`config.mk`:
```
export PLATFORM = sky130hd
export DESIGN_NAME = axis_byte_packer_flat
export DESIGN_NICKNAME = d
export VERILOG_FILES = /design/src/rtl/axis_pkg.sv /design/src/rtl/axis_byte_packer_if.sv /design/src/rtl/axis_keep_compactor.sv /design/src/rtl/axis_byte_packer.sv /design/src/flat_wrapper.sv
export SDC_FILE = /design/constraint.sdc
export NUM_CORES = 1
export LEC_CHECK = 0
export ABC_AREA = 1
export BUFFER_PORTS_ARGS = -buffer_cell sky130_fd_sc_hd__buf_2
export CAP_MARGIN = 5
export CORE_MARGIN = 3
export CORE_UTILIZATION = 59
export CTS_CLUSTER_DIAMETER = 40
export DETAILED_ROUTE_END_ITERATION = 7
export GPL_TIMING_DRIVEN = 0
export PLACE_DENSITY = 0.81
export SYNTH_ARGS = -nofsm -noshare
export SYNTH_HDL_FRONTEND = slang
export SYNTH_SLANG_ARGS = --single-unit
```
`constraint.sdc`:
```
create_clock -name aclk -period 3.2 [get_ports aclk]
set_clock_uncertainty 0.15 [all_clocks]
set_input_delay 0.16 -clock aclk [delete_from_list [all_inputs] [get_ports aclk]]
set_output_delay 0.16 -clock aclk [all_outputs]
set_load 0.005 [all_outputs]
```
`src/rtl/axis_pkg.sv`:
```
// Shared AXI4-Stream helpers: supported lane-count range, keep popcount and
// contiguous low-lane masks.
package axis_pkg;

   localparam int unsigned MAX_BYTES = 64;

   function automatic bit data_bytes_ok(input int unsigned n);
      return (n >= 1) && (n <= MAX_BYTES);
   endfunction

   function automatic int unsigned popcount(input logic [MAX_BYTES-1:0] v);
      int unsigned c;
      c = 0;
      for (int unsigned i = 0; i < MAX_BYTES; i++) begin
         c += {31'b0, v[i]};
      end
      return c;
   endfunction

   // (1 << n) - 1 without overflowing when n equals the full lane count
   function automatic logic [MAX_BYTES-1:0] lane_mask(input int unsigned n);
      logic [MAX_BYTES-1:0] m;
      for (int unsigned i = 0; i < MAX_BYTES; i++) begin
         m[i] = (i < n);
      end
      return m;
   endfunction

endpackage

```
`src/rtl/axis_byte_packer_if.sv`:
```
// AXI4-Stream bundle used on both sides of the byte packer.
interface axis_byte_packer_if #(
   parameter int unsigned DATA_BYTES  = 4,
   parameter int unsigned TID_WIDTH   = 1,
   parameter int unsigned TDEST_WIDTH = 1
);
   logic                    tvalid;
   logic                    tready;
   logic [DATA_BYTES*8-1:0] tdata;
   logic [DATA_BYTES-1:0]   tkeep;
   logic                    tlast;
   logic [TID_WIDTH-1:0]    tid;
   logic [TDEST_WIDTH-1:0]  tdest;

   modport master (output tvalid, tdata, tkeep, tlast, tid, tdest, input tready);
   modport slave  (input tvalid, tdata, tkeep, tlast, tid, tdest, output tready);
endinterface

```
`src/rtl/axis_keep_compactor.sv`:
```
// Combinational compaction of kept bytes into ascending low lanes, plus the
// kept-byte count.
module axis_keep_compactor
   import axis_pkg::*;
#(
   parameter int unsigned DATA_BYTES = 4,
   parameter int unsigned CW         = 4
) (
   input  logic [DATA_BYTES*8-1:0] tdata,
   input  logic [DATA_BYTES-1:0]   tkeep,
   output logic [DATA_BYTES*8-1:0] packed_data,
   output logic [CW-1:0]           count
);

   always_comb begin
      int unsigned pos;
      packed_data = '0;
      pos         = 0;
      for (int unsigned i = 0; i < DATA_BYTES; i++) begin
         if (tkeep[i]) begin
            packed_data[pos*8 +: 8] = tdata[i*8 +: 8];
            pos++;
         end
      end
   end

   assign count = CW'(popcount(MAX_BYTES'(tkeep)));

endmodule

```
`src/rtl/axis_byte_packer.sv`:
```
// Removes null bytes from a sparse AXI4-Stream and repacks the survivors into
// full beats; only the final beat of a packet may be partial.
module axis_byte_packer
   import axis_pkg::*;
#(
   parameter int unsigned DATA_BYTES  = 4,
   parameter int unsigned TID_WIDTH   = 1,
   parameter int unsigned TDEST_WIDTH = 1
) (
   input logic                aclk,
   input logic                areset,
   axis_byte_packer_if.slave  s_axis,
   axis_byte_packer_if.master m_axis
);

   localparam int unsigned W  = DATA_BYTES * 8;
   localparam int unsigned CW = $clog2(2 * DATA_BYTES) + 1;

   if (!data_bytes_ok(DATA_BYTES)) begin : g_bad_width
      $error("axis_byte_packer: DATA_BYTES must be within 1..64");
   end

   logic [W-1:0]           res_data;
   logic [CW-1:0]          res_cnt;
   logic                   last_pend;
   logic [TID_WIDTH-1:0]   tid_q;
   logic [TDEST_WIDTH-1:0] tdest_q;

   logic                   o_valid;
   logic [W-1:0]           o_data;
   logic [DATA_BYTES-1:0]  o_keep;
   logic                   o_last;
   logic [TID_WIDTH-1:0]   o_tid;
   logic [TDEST_WIDTH-1:0] o_tdest;

   logic [W-1:0]           cmp_data;
   logic [CW-1:0]          cmp_cnt;
   logic [CW-1:0]          total;
   logic [2*W-1:0]         merged;
   logic [DATA_BYTES-1:0]  total_mask;
   logic [DATA_BYTES-1:0]  res_mask;
   logic                   o_free;
   logic                   accept;

   axis_keep_compactor #(
      .DATA_BYTES (DATA_BYTES),
      .CW         (CW)
   ) u_compactor (
      .tdata       (s_axis.tdata),
      .tkeep       (s_axis.tkeep),
      .packed_data (cmp_data),
      .count       (cmp_cnt)
   );

   assign o_free        = !o_valid || m_axis.tready;
   assign s_axis.tready = !areset && !last_pend && o_free;
   assign accept        = s_axis.tvalid && s_axis.tready;
   assign total         = res_cnt + cmp_cnt;

   // Residual bytes sit in the low lanes with zeros above them, so the new
   // bytes are OR-ed in directly above the residual count.
   assign merged     = {{W{1'b0}}, res_data} | ({{W{1'b0}}, cmp_data} << {res_cnt, 3'b000});
   assign total_mask = DATA_BYTES'(lane_mask(32'(total)));
   assign res_mask   = DATA_BYTES'(lane_mask(32'(res_cnt)));

   always_ff @(posedge aclk or posedge areset) begin
      if (areset) begin
         res_data  <= '0;
         res_cnt   <= '0;
         last_pend <= 1'b0;
         tid_q     <= '0;
         tdest_q   <= '0;
         o_valid   <= 1'b0;
         o_data    <= '0;
         o_keep    <= '0;
         o_last    <= 1'b0;
         o_tid     <= '0;
         o_tdest   <= '0;
      end else begin
         if (o_valid && m_axis.tready) begin
            o_valid <= 1'b0;
         end
         if (last_pend && o_free) begin
            o_valid   <= 1'b1;
            o_data    <= res_data;
            o_keep    <= res_mask;
            o_last    <= 1'b1;
            o_tid     <= tid_q;
            o_tdest   <= tdest_q;
            res_data  <= '0;
            res_cnt   <= '0;
            last_pend <= 1'b0;
         end else if (accept) begin
            tid_q   <= s_axis.tid;
            tdest_q <= s_axis.tdest;
            if (s_axis.tlast && (total <= CW'(DATA_BYTES))) begin
               o_valid  <= 1'b1;
               o_data   <= merged[W-1:0];
               o_keep   <= total_mask;
               o_last   <= 1'b1;
               o_tid    <= s_axis.tid;
               o_tdest  <= s_axis.tdest;
               res_data <= '0;
               res_cnt  <= '0;
            end else if (total >= CW'(DATA_BYTES)) begin
               // a last beat overflowing one output beat leaves a flush pending
               o_valid   <= 1'b1;
               o_data    <= merged[W-1:0];
               o_keep    <= '1;
               o_last    <= 1'b0;
               o_tid     <= s_axis.tid;
               o_tdest   <= s_axis.tdest;
               res_data  <= merged[2*W-1:W];
               res_cnt   <= total - CW'(DATA_BYTES);
               last_pend <= s_axis.tlast;
            end else begin
               res_data <= merged[W-1:0];
               res_cnt  <= total;
            end
         end
      end
   end

   assign m_axis.tvalid = o_valid;
   assign m_axis.tdata  = o_data;
   assign m_axis.tkeep  = o_keep;
   assign m_axis.tlast  = o_last;
   assign m_axis.tid    = o_tid;
   assign m_axis.tdest  = o_tdest;

endmodule
```
`src/flat_wrapper.sv`:
```
// flat-port wrapper written by rule: the top's interface ports become plain ports
module axis_byte_packer_flat import axis_pkg::*;
#(
   parameter int unsigned DATA_BYTES  = 4,
   parameter int unsigned TID_WIDTH   = 1,
   parameter int unsigned TDEST_WIDTH = 1
)
  (aclk, areset, s_axis_tvalid, s_axis_tdata, s_axis_tkeep, s_axis_tlast, s_axis_tid, s_axis_tdest, s_axis_tready, m_axis_tvalid, m_axis_tdata, m_axis_tkeep, m_axis_tlast, m_axis_tid, m_axis_tdest, m_axis_tready);
  axis_byte_packer_if #(.DATA_BYTES(DATA_BYTES), .TID_WIDTH(TID_WIDTH), .TDEST_WIDTH(TDEST_WIDTH)) s_axis_i ();
  axis_byte_packer_if #(.DATA_BYTES(DATA_BYTES), .TID_WIDTH(TID_WIDTH), .TDEST_WIDTH(TDEST_WIDTH)) m_axis_i ();
  input logic aclk;
  input logic areset;
  input wire logic [$bits(s_axis_i.tvalid)-1:0] s_axis_tvalid;
  input wire logic [$bits(s_axis_i.tdata)-1:0] s_axis_tdata;
  input wire logic [$bits(s_axis_i.tkeep)-1:0] s_axis_tkeep;
  input wire logic [$bits(s_axis_i.tlast)-1:0] s_axis_tlast;
  input wire logic [$bits(s_axis_i.tid)-1:0] s_axis_tid;
  input wire logic [$bits(s_axis_i.tdest)-1:0] s_axis_tdest;
  output wire logic [$bits(s_axis_i.tready)-1:0] s_axis_tready;
  output wire logic [$bits(m_axis_i.tvalid)-1:0] m_axis_tvalid;
  output wire logic [$bits(m_axis_i.tdata)-1:0] m_axis_tdata;
  output wire logic [$bits(m_axis_i.tkeep)-1:0] m_axis_tkeep;
  output wire logic [$bits(m_axis_i.tlast)-1:0] m_axis_tlast;
  output wire logic [$bits(m_axis_i.tid)-1:0] m_axis_tid;
  output wire logic [$bits(m_axis_i.tdest)-1:0] m_axis_tdest;
  input wire logic [$bits(m_axis_i.tready)-1:0] m_axis_tready;
  assign s_axis_i.tvalid = s_axis_tvalid;
  assign s_axis_i.tdata = s_axis_tdata;
  assign s_axis_i.tkeep = s_axis_tkeep;
  assign s_axis_i.tlast = s_axis_tlast;
  assign s_axis_i.tid = s_axis_tid;
  assign s_axis_i.tdest = s_axis_tdest;
  assign s_axis_tready = s_axis_i.tready;
  assign m_axis_tvalid = m_axis_i.tvalid;
  assign m_axis_tdata = m_axis_i.tdata;
  assign m_axis_tkeep = m_axis_i.tkeep;
  assign m_axis_tlast = m_axis_i.tlast;
  assign m_axis_tid = m_axis_i.tid;
  assign m_axis_tdest = m_axis_i.tdest;
  assign m_axis_i.tready = m_axis_tready;
  axis_byte_packer #(.DATA_BYTES(DATA_BYTES), .TID_WIDTH(TID_WIDTH), .TDEST_WIDTH(TDEST_WIDTH)) u_core (.aclk(aclk), .areset(areset), .s_axis(s_axis_i), .m_axis(m_axis_i));
endmodule
```
# Yosys cells after proc, flatten, opt, wreduce, memory -nomap -nowiden
# Cells that the tools add are included.
classes:
  n_addsub: 10
  n_lt_le_gt_ge: 10
  n_eq_ne: 1
  shifts: 7
  n_mux: 47
  n_bitwise: 2
  reduce_logical: 16
ops:
  columns: ["op", "count"]
  rows:
  - ["32-bit two-way mux", 11]
  - ["32-bit negator with 34-bit output", 3]
  - ["8-bit by 34-bit variable shift with 32-bit output (first input constant)", 3]
  - ["8-bit by 34-bit variable part select with 32-bit output", 3]
  - ["32-bit bitwise mux", 3]
  - ["32-bit by 64-bit OR with 64-bit output", 1]
  - ["32-bit by 7-bit << shifter with 64-bit output", 1]
  - ["29-bit two-way mux", 2]
  - ["4-bit two-way mux", 8]
  - ["29-bit by 1-bit adder with 29-bit output (second input constant)", 1]
  - ["1-bit two-way mux", 22]
  - ["1-bit by 4-bit less-than comparator with 1-bit output (first input constant)", 4]
  - ["2-bit by 4-bit less-than comparator with 1-bit output (first input constant)", 4]
  - ["8-bit two-way mux", 1]
  - ["1-bit logical AND", 6]
  - ["3-bit by 1-bit adder with 4-bit output", 1]
  - ["4-bit adder", 1]
  - ["4-bit by 3-bit >= comparator with 1-bit output (second input constant)", 1]
  - ["4-bit by 3-bit less-or-equal comparator with 1-bit output (second input constant)", 1]
  - ["2-bit AND reduction", 2]
  - ["2-bit nonzero test", 2]
  - ["4-bit by 3-bit subtractor with 4-bit output (second input constant)", 1]
  - ["2-bit by 1-bit adder with 3-bit output", 1]
  - ["1-bit logical NOT", 3]
  - ["other kinds (7)", 7]
word_totals:
  reg_bits: 79
  input_bits: 43
  word_cells: 104

# Depth between registers and ports, before layout
logic_depth:
  depth_word: 15
  mapped_depth: 21
  depth_no_buf: 19

# Hierarchy
# Synthesis repeated with hierarchy kept, for this count alone.
hier_totals:
  hier_cells: 1044
  hier_area_um2: 6602.6
by_module_without_submodules:
  columns: ["module", "n_inst", "cells_per_inst", "area_per_inst_um2"]
  rows:
  - ["axis_byte_packer", 1, 787, 5312.6]
  - ["axis_keep_compactor", 1, 257, 1290.0]

# Least setup slack after synthesis
# No wires, ideal clock.
synth_path:
  path_kind: "input -> register"
  startpoint: "input port s_axis_tkeep[0]"
  endpoint: "register u_core.res_data[28]"
  arrival_ps: 2828
  setup_slack_ps: 106
  stages: 17
  path_buffers: 2
  cell_sequence: "buf_2 > clkinv_1 > fa_1 > ha_1 > ha_1 > nand2_2 > nor2_8 > buf_6 > nand3_1 > nand3_1 > nand3_1 > nand3_1 > nand2_1 > nand2_1 > nand2_1 > nand2_1 > nand2_1"
synth_via:
  elab_chain_len: 15
  word_cells_on_any_way: 34
  cone_classes: "add/sub (9); order compare (2); shift (7); mux (14); bitwise (1); reduce/logical (1)"
synth_lines:
  columns: ["item", "line", "text"]
  rows:
  - ["start, declared", "flat_wrapper.sv:15", "input wire logic [$bits(s_axis_i.tkeep)-1:0] s_axis_tkeep;"]
  - ["1-bit two-way mux", "axis_keep_compactor.sv:20", "if (tkeep[i]) begin"]
  - ["1-bit by 1-bit adder with 2-bit output / 32-bit negator with 34-bit output (equally long branches)", "axis_keep_compactor.sv:22, axis_keep_compactor.sv:21", null]
  - ["29-bit two-way mux, or another cell as far along", "axis_keep_compactor.sv:20", null]
  - ["29-bit by 1-bit adder with 29-bit output, or another cell as far along", "axis_keep_compactor.sv:22", "pos++;"]
  - ["29-bit two-way mux, or another cell as far along", "axis_keep_compactor.sv:20", null]
  - ["32-bit negator with 34-bit output / 32-bit bitwise mux (equally long branches)", "axis_keep_compactor.sv:21", "packed_data[pos*8 +: 8] = tdata[i*8 +: 8];"]
  - ["8-bit by 34-bit variable part select with 32-bit output, or another cell as far along", "axis_keep_compactor.sv:21", null]
  - ["32-bit bitwise mux", "axis_keep_compactor.sv:21", null]
  - ["32-bit two-way mux", "axis_keep_compactor.sv:20", null]
  - ["32-bit by 7-bit << shifter with 64-bit output", "axis_byte_packer.sv:62", "assign merged = {{W{1'b0}}, res_data} | ({{W{1'b0}}, cmp_data} << {res_cnt, 3'b000});"]
  - ["32-bit by 64-bit OR with 64-bit output", "axis_byte_packer.sv:62", null]
  - ["32-bit two-way mux", "axis_byte_packer.sv:105", "end else if (total >= CW'(DATA_BYTES)) begin"]
  - ["32-bit two-way mux *", "axis_byte_packer.sv:96", "if (s_axis.tlast && (total <= CW'(DATA_BYTES))) begin"]
  - ["32-bit two-way mux *", "axis_byte_packer.sv:93", "end else if (accept) begin"]
  - ["32-bit two-way mux *", "axis_byte_packer.sv:83", "if (last_pend && o_free) begin"]
  - ["end signal, assigned", "axis_byte_packer.sv:113", "res_data <= merged[2*W-1:W];"]
  - ["end signal, assigned", "axis_byte_packer.sv:117", "res_data <= merged[W-1:0];"]
  - ["end, declared", "axis_byte_packer.sv:23", "logic [W-1:0] res_data;"]
# Mark *: on every way between the ends. The rest lies on a longest branch, timed or not. The select of a mux whose other input is x is not followed.
# A chain may end at the register's enable or synchronous reset.

# Worst setup path after layout
layout_path:
  startpoint: "register u_core.res_cnt[0]"
  endpoint: "register u_core.res_data[7]"
layout_via:
  elab_chain_len: 6
  word_cells_on_any_way: 10
  cone_classes: "add/sub (1); order compare (2); shift (1); mux (4); bitwise (1); reduce/logical (1)"
layout_lines:
  columns: ["item", "line", "text"]
  rows:
  - ["start, declared", "axis_byte_packer.sv:24", "logic [CW-1:0] res_cnt;"]
  - ["start signal, assigned", "axis_byte_packer.sv:114", "res_cnt <= total - CW'(DATA_BYTES);"]
  - ["start signal, assigned", "axis_byte_packer.sv:118", "res_cnt <= total;"]
  - ["4-bit adder / 32-bit by 7-bit << shifter with 64-bit output (equally long branches)", "axis_byte_packer.sv:58, axis_byte_packer.sv:62", null]
  - ["4-bit by 3-bit >= comparator with 1-bit output, or another cell as far along", "axis_byte_packer.sv:105", null]
  - ["32-bit two-way mux / 1-bit logical AND (equally long branches)", "axis_byte_packer.sv:105, axis_byte_packer.sv:96", null]
  - ["32-bit two-way mux *", "axis_byte_packer.sv:96", null]
  - ["32-bit two-way mux *", "axis_byte_packer.sv:93", null]
  - ["32-bit two-way mux *", "axis_byte_packer.sv:83", null]
# Marked as above.

==> summary.md <==
| Metric | Value |
|---|---|
| Fraction of registers with async set/reset | 100% |
| Starting Density | 62.3% |
| Status | finished, final reports clean |
| 1st-pass router iterations | 6 |
| Root Driver | clkbuf_8 |
| Overall power | 5.26 mW |
| Initial drt markers | 963 |
| Leak | 3.93 nW |
| Most frequent cells in the layout | 388 x nand2_1, 188 x nand3_1, 97 x buf_2 |
| Synth warn | 0 |
| Ports | 84 |
| Netlist cell types | 35 |
| Initial antenna violation count | 0 |
| Max-slew violations | 0 |
| Global routing's busiest layer | met2 |
| Register area | 0.00198 mm2 |
| Final hold vios | 0 |
| Placer Congestion | 1.03 |
| Fill cells | 875 |
| Fin nets | 1,157 |
| Post-synth EDFFs | 0 |
| Pin count of the biggest net entering global routing | 47 |
| Total grt overflow | 0 |
| Syn_nets | 1,049 |
| Worst r2r dst | u_core.res_data[7] |
| RSZ-0062 raised after global routing | true |
| Grt met1 use | 50.1% |
| First-pass GRT wire length | 34.7 mm |
| Ratio of cells with drive above 1 in the final layout | 15.8% |
| Die Area | 0.0118 mm2 |
| Antenna cells | 0 |
| HPWL Detailed | 16.7 mm |
| CP Launch Type | register |
| Ys flop type | dfrtp_1 |
| Global Route Usage Sum | 38.3% |
| Worst hold-check path type | input port to register |
| Area of the multi-input gates | 0.00378 mm2 |
| Slowest cell on the critical path | dfrtp_1 |
| CTS tree | built |
| Tcrit/Tclk final | 95.2% |
| PD cells | 725 mW/mm2 |
| Endpoint, Worst Hold | u_core.res_data[7] |
| Hold Crit Start | s_axis_tvalid |
| Routed wire length | 22.1 mm |
| CP endpoint kind | register |
| Slew headroom | 54.1% |
| Die X | 109 um |
| Clk_lat worst skew | 380 ps |
| Final setup vio count | 0 |
| Clock slew at the register clock pins of the worst setup and hold paths | 90 ps |
| DRC viols | 0 |
| R2r setup slk | 150 ps |
| DR vias | 7,465 |
| Peak Freq | 328 MHz |
| Most common cell after layout, fill and taps aside | nand2_1 |
| Clk buf depth | 2 |
| M3 GR Usage | 9.00% |
| Worst path required time | 3310 ps |
| Worst path bufs/invs | 6 |
| Worst R2R Path Depth | 15 |
| Area delta synth->final | 16.4% |
| Post-layout min period | 3050 ps |
| Max Cap Viol | 0 |
| Synth Cell Area | 0.00623 mm2 |
| Core area | 0.0100 mm2 |
| Clk sinks | 79 |
| Crit-path max FO | 10 |
| Synthesized flop and latch total | 79 |
| Peak VDD IR | 0.680 mV |
| Die Ht | 109 um |
| Synthesized area per cell | 6.27 um2 |
| Least-Margin Pin Slew | 686 ps |
| Total Negative Setup Slacks | 0 ps |
| Critical Path AT | 3160 ps |
| GRT met2 Usage | 60.2% |
| Critical path, cell by cell | buf_4 -> clkinv_4 -> buf_6 -> fa_1 -> inv_2 -> fa_2 -> xnor2_2 -> inv_2 -> o21ai_4 -> buf_4 -> a21oi_1 -> nand3_1 -> nand2_1 -> nand2_1 -> o21ai_1 |
| Num CTS Buffers | 9 |
| Wire per inst | 17.8 um |
| Vias in the first global route | 6,912 |
| I/O Buffers | 83 |
| Antenna-violating nets left | 0 |
| Cell row count | 36 |
| Reg-to-Reg Start | u_core.res_cnt[0] |
| Post-DR vias/cell | 6.02 |
| Slowest cell delay on critical path | 380 ps |
| Crit path max-delay family | buffers and inverters |
| WS Path Type | register to register |
| H-Tree Depth | 3 |
| Mapped Cells | 995 |
| Hold path depth | 4 |
| Post-synthesis sequential area ratio | 31.7% |
==> worst max-delay path by stage <==
stage,startpoint,endpoint,depth (start not counted)
after global placement,s_axis_tkeep[0],u_core.res_data[29],18
after detailed placement,s_axis_tkeep[0],u_core.res_data[29],18
after global routing,s_axis_tkeep[1],u_core.res_data[29],20
after CTS,u_core.res_cnt[0],u_core.res_data[14],15
after floorplan,s_axis_tkeep[0],u_core.res_data[28],17
final,u_core.res_cnt[0],u_core.res_data[7],15
==> state kept, by name (all words and copies together) (netlist names) <==
register,count
u_core.res_data,32
u_core.tid_q,1
u_core.m_axis.tdata,32
u_core.m_axis.tkeep,4
u_core.m_axis.tlast,1
u_core.m_axis.tdest,1
u_core.res_cnt,4
u_core.last_pend,1
u_core.m_axis.tvalid,1
u_core.tdest_q,1
u_core.m_axis.tid,1
==> tightest hold or removal path, cell delays in order <==
cell and delay, ps:
buf_2 70, nand2_1 100, nand2_1 190, o21ai_1 120
==> repair_timing <==
item                                    in CTS  in global routing
pin swaps                                    4                  5
endpoints found under the hold margin       39                  0
cloned                                       0                  0
resized for setup                           11                 15
endpoints found under the setup margin      71                 69
hold buffers                                 7                  0
setup buffers                                4                  4
==> cells by family after synthesis <==
family / Yosys count / synth area share (%)
simple gates: 652 / 45.5
flops: 79 / 31.7
compound gates: 129 / 11.5
xor+xnor: 1 / 0.261
fa+ha+maj: 11 / 2.69
buf+inv: 123 / 8.27
==> routing by layer <==
metal / share of wire (%) / wire length (um)
met2: 44 / 9800
met3: 11 / 2460
met5: 0 / 0
met4: 4.5 / 984
met1: 40 / 8840
==> Yosys cell counts, types with 8 or more instances <==
library cell	n	share of area, %
dfrtp_1	79	32
buf_2	22	1.8
clkbuf_1	12	0.72
o21ai_1	29	2.3
nor3_1	10	0.80
nor2_1	33	2.0
inv_2	8	0.48
nand2_1	389	23
o211ai_1	17	2.0
a21oi_1	35	2.8
o21ai_0	36	2.9
nand4_1	9	0.90
inv_1	67	4.0
nand3_1	191	15
==> cell type report <==
type / instances / area share, %
plain buffers: 44 / 3.29
repair buffers: 99 / 7.90
clock buffers: 10 / 1.76
flip-flops and latches: 79 / 27.2
multi-input cells: 793 / 52.1
inverters: 77 / 4.19
well taps: 133 / 2.29
clock inverters: 6 / 1.28
==> per-stage QoR <==
step           area [um2]  hold WS [ps]  setup WS [ps]  util [%]  cells
6_report             7260           160            153      72.6   1241
5_1_grt              7260           199          -38.7      72.6   1241
4_1_cts              7190           161           13.3      71.9   1238
3_5_place_dp         6850          69.9           -727      68.5   1212
3_3_place_gp         6820           228           -686      68.2   1211
2_1_floorplan        6230           120            106         -    995
==> power breakdown <==
part / switching [mW] / internal, mW
registers: 0.158 / 1.27
clock network: 0.413 / 0.445
logic: 2.03 / 0.949
Power figures use the tool's default switching activity.
